$ cat src/rtl/systolic_result_drain_pkg.sv
// systolic_result_drain_pkg: shared drain state type, frame header and element sizing helper
package systolic_result_drain_pkg;
  typedef enum logic [1:0] {IDLE, HDR, SEND, CSUM} drain_state_e;
  localparam logic [7:0] DRAIN_HDR = 8'hA5;
  function automatic int bytes_per_elem(input int out_width);
    return out_width / 8;
  endfunction
endpackage

$ cat src/rtl/systolic_result_drain_if.sv
// systolic_result_drain_if: valid/ready byte stream towards the UART transmitter
interface systolic_result_drain_if;
  logic [7:0] tx_data;
  logic tx_valid;
  logic tx_ready;
  modport master(output tx_data, tx_valid, input tx_ready);
  modport slave(input tx_data, tx_valid, output tx_ready);
endinterface

$ cat src/rtl/systolic_result_drain_byte_mux.sv
// drain_byte_mux: picks byte byte_idx (MSB first) of element elem from the result snapshot
module drain_byte_mux
  import systolic_result_drain_pkg::*;
#(
  parameter int N = 4,
  parameter int OUT_WIDTH = 16,
  parameter int EW = 4,
  parameter int BW = 1
) (
  input  logic [N*N*OUT_WIDTH-1:0] snapshot,
  input  logic [EW-1:0]            elem,
  input  logic [BW-1:0]            byte_idx,
  output logic [7:0]               data
);
  localparam int BPE = bytes_per_elem(OUT_WIDTH);
  always_comb data = snapshot[int'(elem)*OUT_WIDTH + (BPE-1-int'(byte_idx))*8 +: 8];
endmodule

$ cat src/rtl/systolic_result_drain.sv
// systolic_result_drain: snapshots the PE array results and streams them as bytes; DRAIN_FRAME_EN adds header/XOR checksum framing
module systolic_result_drain
  import systolic_result_drain_pkg::*;
#(
  parameter int N = 4,
  parameter int OUT_WIDTH = 16
) (
  input  logic                     clk,
  input  logic                     reset,
  input  logic                     start,
  input  logic [N*N*OUT_WIDTH-1:0] c_flat,
  output logic                     array_clear,
  output logic                     busy,
  output logic                     done,
  systolic_result_drain_if.master  tx
);
  localparam int BPE = bytes_per_elem(OUT_WIDTH);
  localparam int EW = (N*N > 1) ? $clog2(N*N) : 1;
  localparam int BW = (BPE > 1) ? $clog2(BPE) : 1;
  drain_state_e state, next;
  logic [N*N*OUT_WIDTH-1:0] snapshot;
  logic [EW-1:0] elem;
  logic [BW-1:0] byte_idx;
  logic [7:0] payload_byte;
  logic xfer, byte_wrap, last;
  logic take;
`ifdef DRAIN_FRAME_EN
  logic [7:0] csum;
`endif
  drain_byte_mux #(.N(N), .OUT_WIDTH(OUT_WIDTH), .EW(EW), .BW(BW)) u_mux (
    .snapshot(snapshot),
    .elem(elem),
    .byte_idx(byte_idx),
    .data(payload_byte)
  );
  assign xfer = tx.tx_valid && tx.tx_ready;
  assign byte_wrap = byte_idx == BW'(BPE-1);
  assign last = byte_wrap && (elem == EW'(N*N-1));
  assign take = (state == IDLE) && start;
  assign busy = state != IDLE;
  always_ff @(posedge clk)
    if (reset) state <= IDLE;
    else state <= next;
  always_comb begin
    next = state;
    tx.tx_valid = 1'b0;
    tx.tx_data = 8'h00;
    case (state)
      IDLE: begin
`ifdef DRAIN_FRAME_EN
        if (start) next = HDR;
`else
        if (start) next = SEND;
`endif
      end
`ifdef DRAIN_FRAME_EN
      HDR: begin
        tx.tx_valid = 1'b1;
        tx.tx_data = DRAIN_HDR;
        if (tx.tx_ready) next = SEND;
      end
      CSUM: begin
        tx.tx_valid = 1'b1;
        tx.tx_data = csum;
        if (tx.tx_ready) next = IDLE;
      end
`endif
      SEND: begin
        tx.tx_valid = 1'b1;
        tx.tx_data = payload_byte;
`ifdef DRAIN_FRAME_EN
        if (tx.tx_ready && last) next = CSUM;
`else
        if (tx.tx_ready && last) next = IDLE;
`endif
      end
      default: next = IDLE;
    endcase
  end
  // snapshot is deliberately left out of reset: it is always reloaded on start
  always_ff @(posedge clk) begin
    if (reset) begin
      array_clear <= 1'b0;
      done <= 1'b0;
      elem <= '0;
      byte_idx <= '0;
    end else begin
      array_clear <= take;
      done <= (state != IDLE) && (next == IDLE);
      if (take) begin
        snapshot <= c_flat;
        elem <= '0;
        byte_idx <= '0;
      end else if (state == SEND && xfer) begin
        byte_idx <= byte_wrap ? '0 : byte_idx + 1'b1;
        elem <= elem + EW'(byte_wrap);
      end
    end
  end
`ifdef DRAIN_FRAME_EN
  always_ff @(posedge clk)
    if (reset || take) csum <= 8'h00;
    else if (state == SEND && xfer) csum <= csum ^ payload_byte;
`endif
endmodule

$ cat src/flat_wrapper.sv
// flat-port wrapper written by rule: the top's interface ports become plain ports
module systolic_result_drain_flat import systolic_result_drain_pkg::*;
#(
  parameter int N = 4,
  parameter int OUT_WIDTH = 16
)
  (clk, reset, start, c_flat, array_clear, busy, done, tx_tx_data, tx_tx_valid, tx_tx_ready);
  systolic_result_drain_if tx_i ();
  input  logic clk;
  input  logic reset;
  input  logic start;
  input  logic [N*N*OUT_WIDTH-1:0] c_flat;
  output logic array_clear;
  output logic busy;
  output logic done;
  output wire logic [$bits(tx_i.tx_data)-1:0] tx_tx_data;
  output wire logic [$bits(tx_i.tx_valid)-1:0] tx_tx_valid;
  input wire logic [$bits(tx_i.tx_ready)-1:0] tx_tx_ready;
  assign tx_tx_data = tx_i.tx_data;
  assign tx_tx_valid = tx_i.tx_valid;
  assign tx_i.tx_ready = tx_tx_ready;
  systolic_result_drain #(.N(N), .OUT_WIDTH(OUT_WIDTH)) u_core (.clk(clk), .reset(reset), .start(start), .c_flat(c_flat), .array_clear(array_clear), .busy(busy), .done(done), .tx(tx_i));
endmodule
$ cat config.mk
export PLATFORM = sky130hd
export DESIGN_NAME = systolic_result_drain_flat
export DESIGN_NICKNAME = d
export VERILOG_FILES = /design/src/rtl/systolic_result_drain_pkg.sv /design/src/rtl/systolic_result_drain_if.sv /design/src/rtl/systolic_result_drain_byte_mux.sv /design/src/rtl/systolic_result_drain.sv /design/src/flat_wrapper.sv
export SDC_FILE = /design/constraint.sdc
export NUM_CORES = 1
export LEC_CHECK = 0
export CAP_MARGIN = 20
export CORE_MARGIN = 1.5
export CORE_UTILIZATION = 50
export CTS_CLUSTER_SIZE = 14
export DETAILED_ROUTE_END_ITERATION = 16
export PLACE_DENSITY = 0.82
export RECOVER_POWER = 25
export SLEW_MARGIN = 40
export SYNTH_ARGS = -nofsm -noshare
export SYNTH_HDL_FRONTEND = slang
export SYNTH_SLANG_ARGS = --single-unit
$ cat constraint.sdc
create_clock -name clk -period 39.7 [get_ports clk]
set_clock_uncertainty 0.2 [all_clocks]
set_input_delay 5.955 -clock clk [delete_from_list [all_inputs] [get_ports clk]]
set_output_delay 5.955 -clock clk [all_outputs]
set_load 0.02 [all_outputs]
==> impl_metrics.ini, run 1 <==
[cts]
clk_pin_slew_ns = 0.06
cts_resized = 0
h-tree-depth = 1
cts_hold_buffers = 0
cts_max_path_buffers = 3
cts-root-buf = clkbuf_16
postCtsSetupBuffers = 0
clock_sinks = 265
clock_latency_ns = 0.53
cts_tree = done
numCtsBuffers = 27

[logic_synthesis]
synth_seq_area_share_pct = 76.9
synth_edf_count = 256
ys_seq_elements = 265
synth_warnings = 0
synth_fp_nets = 766
synth-main-ff-cell = edfxtp_1
synthesis.instances = 504
synth_area_um2 = 10200
syn_area_per_cell_um2 = 20.3
synth-async-reset-ratio_pct = 0
synth_cell_types = 31

[timing]
post-route-period-util_pct = 24.0
hold_violations = 0
rsz0062_at_grt = false
timing.fmax_mhz = 105
relSlewSlack_pct = 44.9
worst_pin_slew_ns = 0.825
tns_ns = 0
setup_viol = 0
slew_viol_final = 0
hold-worst-slack_ns = 0.469
period_minus_slack_ns = 9.52

[grt]
grt.total_usage_pct = 23.2
grt-ovfl-total = 0
grt_pass1_wl_um = 36800
antenna_found_initial = 3
grt_max_degree = 80
grt_pass1_vias = 6308

[placed_design]
dp_hpwl_um = 17700
port_buffers = 271
dpl.cell_count = 1023
globalplace.congestion = 0.867

[power_and_ir_drop]
p_per_area_nw_per_um2 = 42.1
p_switching_uw = 116
clkPwrFrac_pct = 40.2
p_seq_share_pct = 53.6
swShare_pct = 19.5
p_comb_share_pct = 6.2
power_uw = 594
leakagePower_uw = 0.00450
vdd_drop_max_mv = 0.0366
intPower_uw = 478

[critical_path]
cp_max_fo = 44
path_class = reg2out
cp-start-kind = register
cp_cell_sequence = buf_4 -> nor2_1 -> a221oi_1 -> o21ai_0 -> a32oi_1 -> clkdlybuf4s50_1
worst_setup_path_end_kind = output port
worst_ep_required_time_ns = 33.55
max_stage_delay_ns = 0.71
critPathArrivalTime_ns = 3.37
cp_slowest_cell = clkdlybuf4s50_1

[finish]
area_growth_pct = 37.6
nets = 1045
drive_gt1_share_pct = 10.1
stdcell_count = 1077

[drt]
via_count = 5949
dr.pass1.iters = 4
ant_nets = 0
drc = 0
drtIter0Drc = 321
wl_um = 24600
viasPerCell = 5.52
wire_per_inst_um = 22.8

[floorplanning]
initial_core_util_pct = 50.8
chipHeight_um = 146
core_region_area_um2 = 20200
ios = 272
row_count = 52
dieArea_um2 = 21300
die_w_um = 146

[flow_run]
maxCapViolCount = 0

[outcome]
status = finished clean

[hold_path]
min_path_type = reg2reg
==> Yosys cell counts (8+ instances only) <==
cell type	count	share of area (%)
buf_2	12	0.59
edfxtp_1	256	75
mux4_2	26	5.7
nand3_1	12	0.59
mux2_2	8	0.88
a221oi_1	16	1.4
clkbuf_1	9	0.33
a22oi_1	8	0.59
nand2_1	21	0.77
a32oi_1	8	0.68
dfxtp_1	9	1.8
mux4_1	14	3.6
mux2i_1	48	4.7
o21ai_0	8	0.39
nand4_1	9	0.55
==> kinds of logic after synthesis <==
family	synth area share, %
flip-flops	76.9
multiplexers	14.9
AND/OR/NAND/NOR	2.84
AO/OA/AOI/OAI	3.35
buffers and inverters	1.61
adder cells (fa/ha/maj)	0.244
XOR/XNOR	0.171
other	0.0366
==> cell type report <==
cell class	count	area [µm²]
sequential	265	7870
inverter	2	7.51
clock buffer	32	694
antenna	4	10.0
fill	1271	6080
tap	270	338
multi-input combinational	207	2210
timing repair buffer	280	2810
clock inverter	17	140
==> cell usage in the layout, fill, tap and decap left out, drive strengths merged, types with 2 or more instances in the layout <==
master and instances:
mux4 40, buf 9, inv 3, bufinv 2
mux2 8, o21ai 9, a221oi 16, nand4 9
a32oi 8, clkdlybuf4s50 138, mux2i 48, nor2b 6
nor2 7, and2 2, clkinv 14, a22oi 8
nand2 21, edfxtp 256, nand2b 2, dfxtp 9
diode 4, a21oi 4, ha 2, dlygate4sd3 133
nand3 12, clkbuf 32
==> power groups by stage <==
stage | Clock [µW] | Combinational (µW) | Sequential [µW]
after detailed placement | 0 | 39.2 | 324
after global placement | 0 | 37.9 | 324
final | 239 | 36.7 | 318
after floorplan | 0 | 8.42 | 327
after CTS | 243 | 39.4 | 318
after global routing | 254 | 38.9 | 319
==> state kept, by name, indices dropped and copies added, names as in the netlist <==
signal and cells:
u_core.array_clear 1, u_core.done 1, u_core.byte_idx 1, u_core.state 2
u_core.elem 4, u_core.snapshot 256
==> routing by layer <==
layer  routed length (µm)  GRT usage, %
met1                 9130          29.7
met2                12700          40.1
met3                 2290          6.13
met4                  468          5.25
met5                   13             0
==> stage by stage <==
stage / setup slack, ns / util [%] / area (µm²)
detailed placement: 30.67 / 65.5 / 13200
global route: 29.92 / 69.8 / 14100
finish: 30.18 / 69.8 / 14100
floorplan: 21.97 / - / 10200
global placement: 30.72 / 65.4 / 13200
CTS: 30.08 / 69.7 / 14000
==> path summary, 6_finish.rpt <==
kind | cells after the start | start | end | slack, ns
min reg2reg | 2 | u_core.state[0] | u_core.done | 0.47
min | 2 | u_core.state[0] | u_core.done | 0.47
max | 6 | u_core.elem[0] | tx_tx_data[3] | 30.18
max reg2reg | 5 | u_core.state[1] | u_core.snapshot[34] | 36.98
==> critical path, delay by kind of cell (launching register included) <==
kind,cells,cell delay [ns]
compound gates,3,0.89
buf+inv,2,1.28
flops,1,0.36
simple gates,1,0.29
Power figures use the tool's default switching activity.
==> run 2, diff against run 1 <==
CORE_UTILIZATION = 44   (was 50)
PLACE_DENSITY = 0.76   (was 0.82)
clock period = 7.9 ns   (was 39.7 ns; I/O delays follow)
==> run 2 against run 1 <==
Net effect:
- hold slack improved by 0.0077 ns
- critical path depth did not move
- die area rose by 13%
- clock power rose to 5.9 times the previous value
- critical path type unchanged
- critical endpoint unchanged
==> impl_metrics.ini, run 2 (synthesized netlist as in run 1, its figures left out) <==
[floorplanning]
ios = 272
row_count = 55
core_region_area_um2 = 22700
chipHeight_um = 156
die_w_um = 156
initial_core_util_pct = 45.1
dieArea_um2 = 24200

[timing]
period_minus_slack_ns = 4.93
hold_violations = 0
timing.fmax_mhz = 203
slew_viol_final = 0
setup_viol = 0
tns_ns = 0
rsz0062_at_grt = false
relSlewSlack_pct = 44.5
post-route-period-util_pct = 62.5
worst_pin_slew_ns = 0.832
worst_slack_ns = 2.97

[drt]
drtIter0Drc = 454
met2_length_um = 12600
viasPerCell = 5.36
highest_layer = met5
ant_nets = 0
wl_met1_um = 9870
wl_um = 25300
drc = 0
met3_wirelength_um = 2070
wire_per_inst_um = 23.2
via_count = 5852
dr.pass1.iters = 5

[cts]
cts_hold_buffers = 0
cts_resized = 0
cts-root-buf = clkbuf_16
clock_sinks = 265
cts_tree = done
clock_latency_ns = 0.55
clk_pin_slew_ns = 0.06
cts_max_path_buffers = 3
numCtsBuffers = 29
h-tree-depth = 1
postCtsSetupBuffers = 0

[finish]
final_cell_mix = edfxtp_1, clkdlybuf4s50_1, dlygate4sd3_1
drive_gt1_share_pct = 11.1
largest_register = u_core.snapshot
largest_register_ffs = 256
nets = 1043
largestRegisters = u_core.snapshot (256), u_core.elem (4), u_core.state (2)
final_common_cell = edfxtp_1
fillerInstances = 1564
area_growth_pct = 39.4

[critical_path]
path_class = reg2out
worstRegToRegCells = 5
crit_end = tx_tx_data[3]
worst_ep_required_time_ns = 6.51
timing.critical_path.from = u_core.elem[1]
worst_setup_path_end_kind = output port
cp_max_fo = 32
cp-start-kind = register
critPathArrivalTime_ns = 3.55
timing.rr.end = u_core.snapshot[107]
r2r_slack_ns = 4.72
rr_startpoint = u_core.state[1]

[hold_path]
min_path_type = reg2reg
hp-start = u_core.state[0]

[power_and_ir_drop]
p_comb_share_pct = 5.8
p_seq_share_pct = 50.0
clkPwrFrac_pct = 44.2
p_switching_uw = 615
intPower_uw = 2580
swShare_pct = 19.2
vdd_drop_max_mv = 0.154
p_per_area_nw_per_um2 = 224
leakagePower_uw = 0.00458

[grt]
grt_max_degree = 119
grt_pass1_vias = 6304
grt_pass1_wl_um = 36900
grt.total_usage_pct = 20.8
grt-ovfl-total = 0
antenna_found_initial = 3

[placed_design]
port_buffers = 271
dp_slack_ns = 3.50
globalplace.congestion = 0.780
dp_hpwl_um = 18300

[flow_run]
maxCapViolCount = 0

[outcome]
status = finished clean
==> run 2: worst max-delay path, stage by stage, from the launching register on <==
cell,delay [ns]
dfxtp_2,0.87
buf_4,0.49
mux2i_1,0.16
a221oi_1,0.37
o21ai_0,0.18
a32oi_1,0.18
clkdlybuf4s50_1,0.72
==> run 2: how the worst min path moves through the flow <==
stage	end	slack, ns	cells past startpoint
final	u_core.state[1]	0.48	3
after global routing	u_core.elem[3]	0.55	2
after CTS	u_core.state[1]	0.48	3
after detailed placement	u_core.state[1]	0.47	3
after global placement	u_core.elem[3]	0.49	2
after floorplan	u_core.elem[3]	0.31	2
==> run 2: per-stage QoR <==
stage | instances | util, % | area (µm²) | power, µW | hold slack, ns
finish | 1091 | 62.8 | 14300 | 3200 | 0.477
global route | 1090 | 62.8 | 14300 | 3290 | 0.552
CTS | 1089 | 62.8 | 14300 | 3240 | 0.478
detailed placement | 1035 | 58.3 | 13200 | 1830 | 0.467
global placement | 1033 | 58.1 | 13200 | 1820 | 0.489
floorplan | 504 | - | 10200 | 1670 | 0.306
==> run 2: layout make-up <==
cell class | count | area, µm² | share of cell area, %
repair buffers | 276 | 2800 | 19.6
inverters | 2 | 7.51 | 0.0526
clock buffers | 37 | 796 | 5.58
multi-input cells | 207 | 2210 | 15.5
flip-flops and latches | 265 | 7870 | 55.2
clock inverters | 17 | 221 | 1.55
well taps | 285 | 357 | 2.50
diodes | 2 | 5.00 | 0.0351
==> run 2: routing by layer <==
metal / vias up / global-route usage, %
met2: 283 / 35.9
met3: 53 / 5.85
met1: 2859 / 25.3
met5: - / 0
li1: 2655 / -
met4: 2 / 6.94
==> run 2: power by group through the flow <==
stage          Clock (µW)  Sequential, µW  Combinational [µW]
2_1_floorplan           0            1630                42.7
3_3_place_gp            0            1630                 193
3_5_place_dp            0            1630                 201
4_1_cts              1440            1600                 202
5_1_grt              1490            1600                 197
6_report             1410            1600                 186
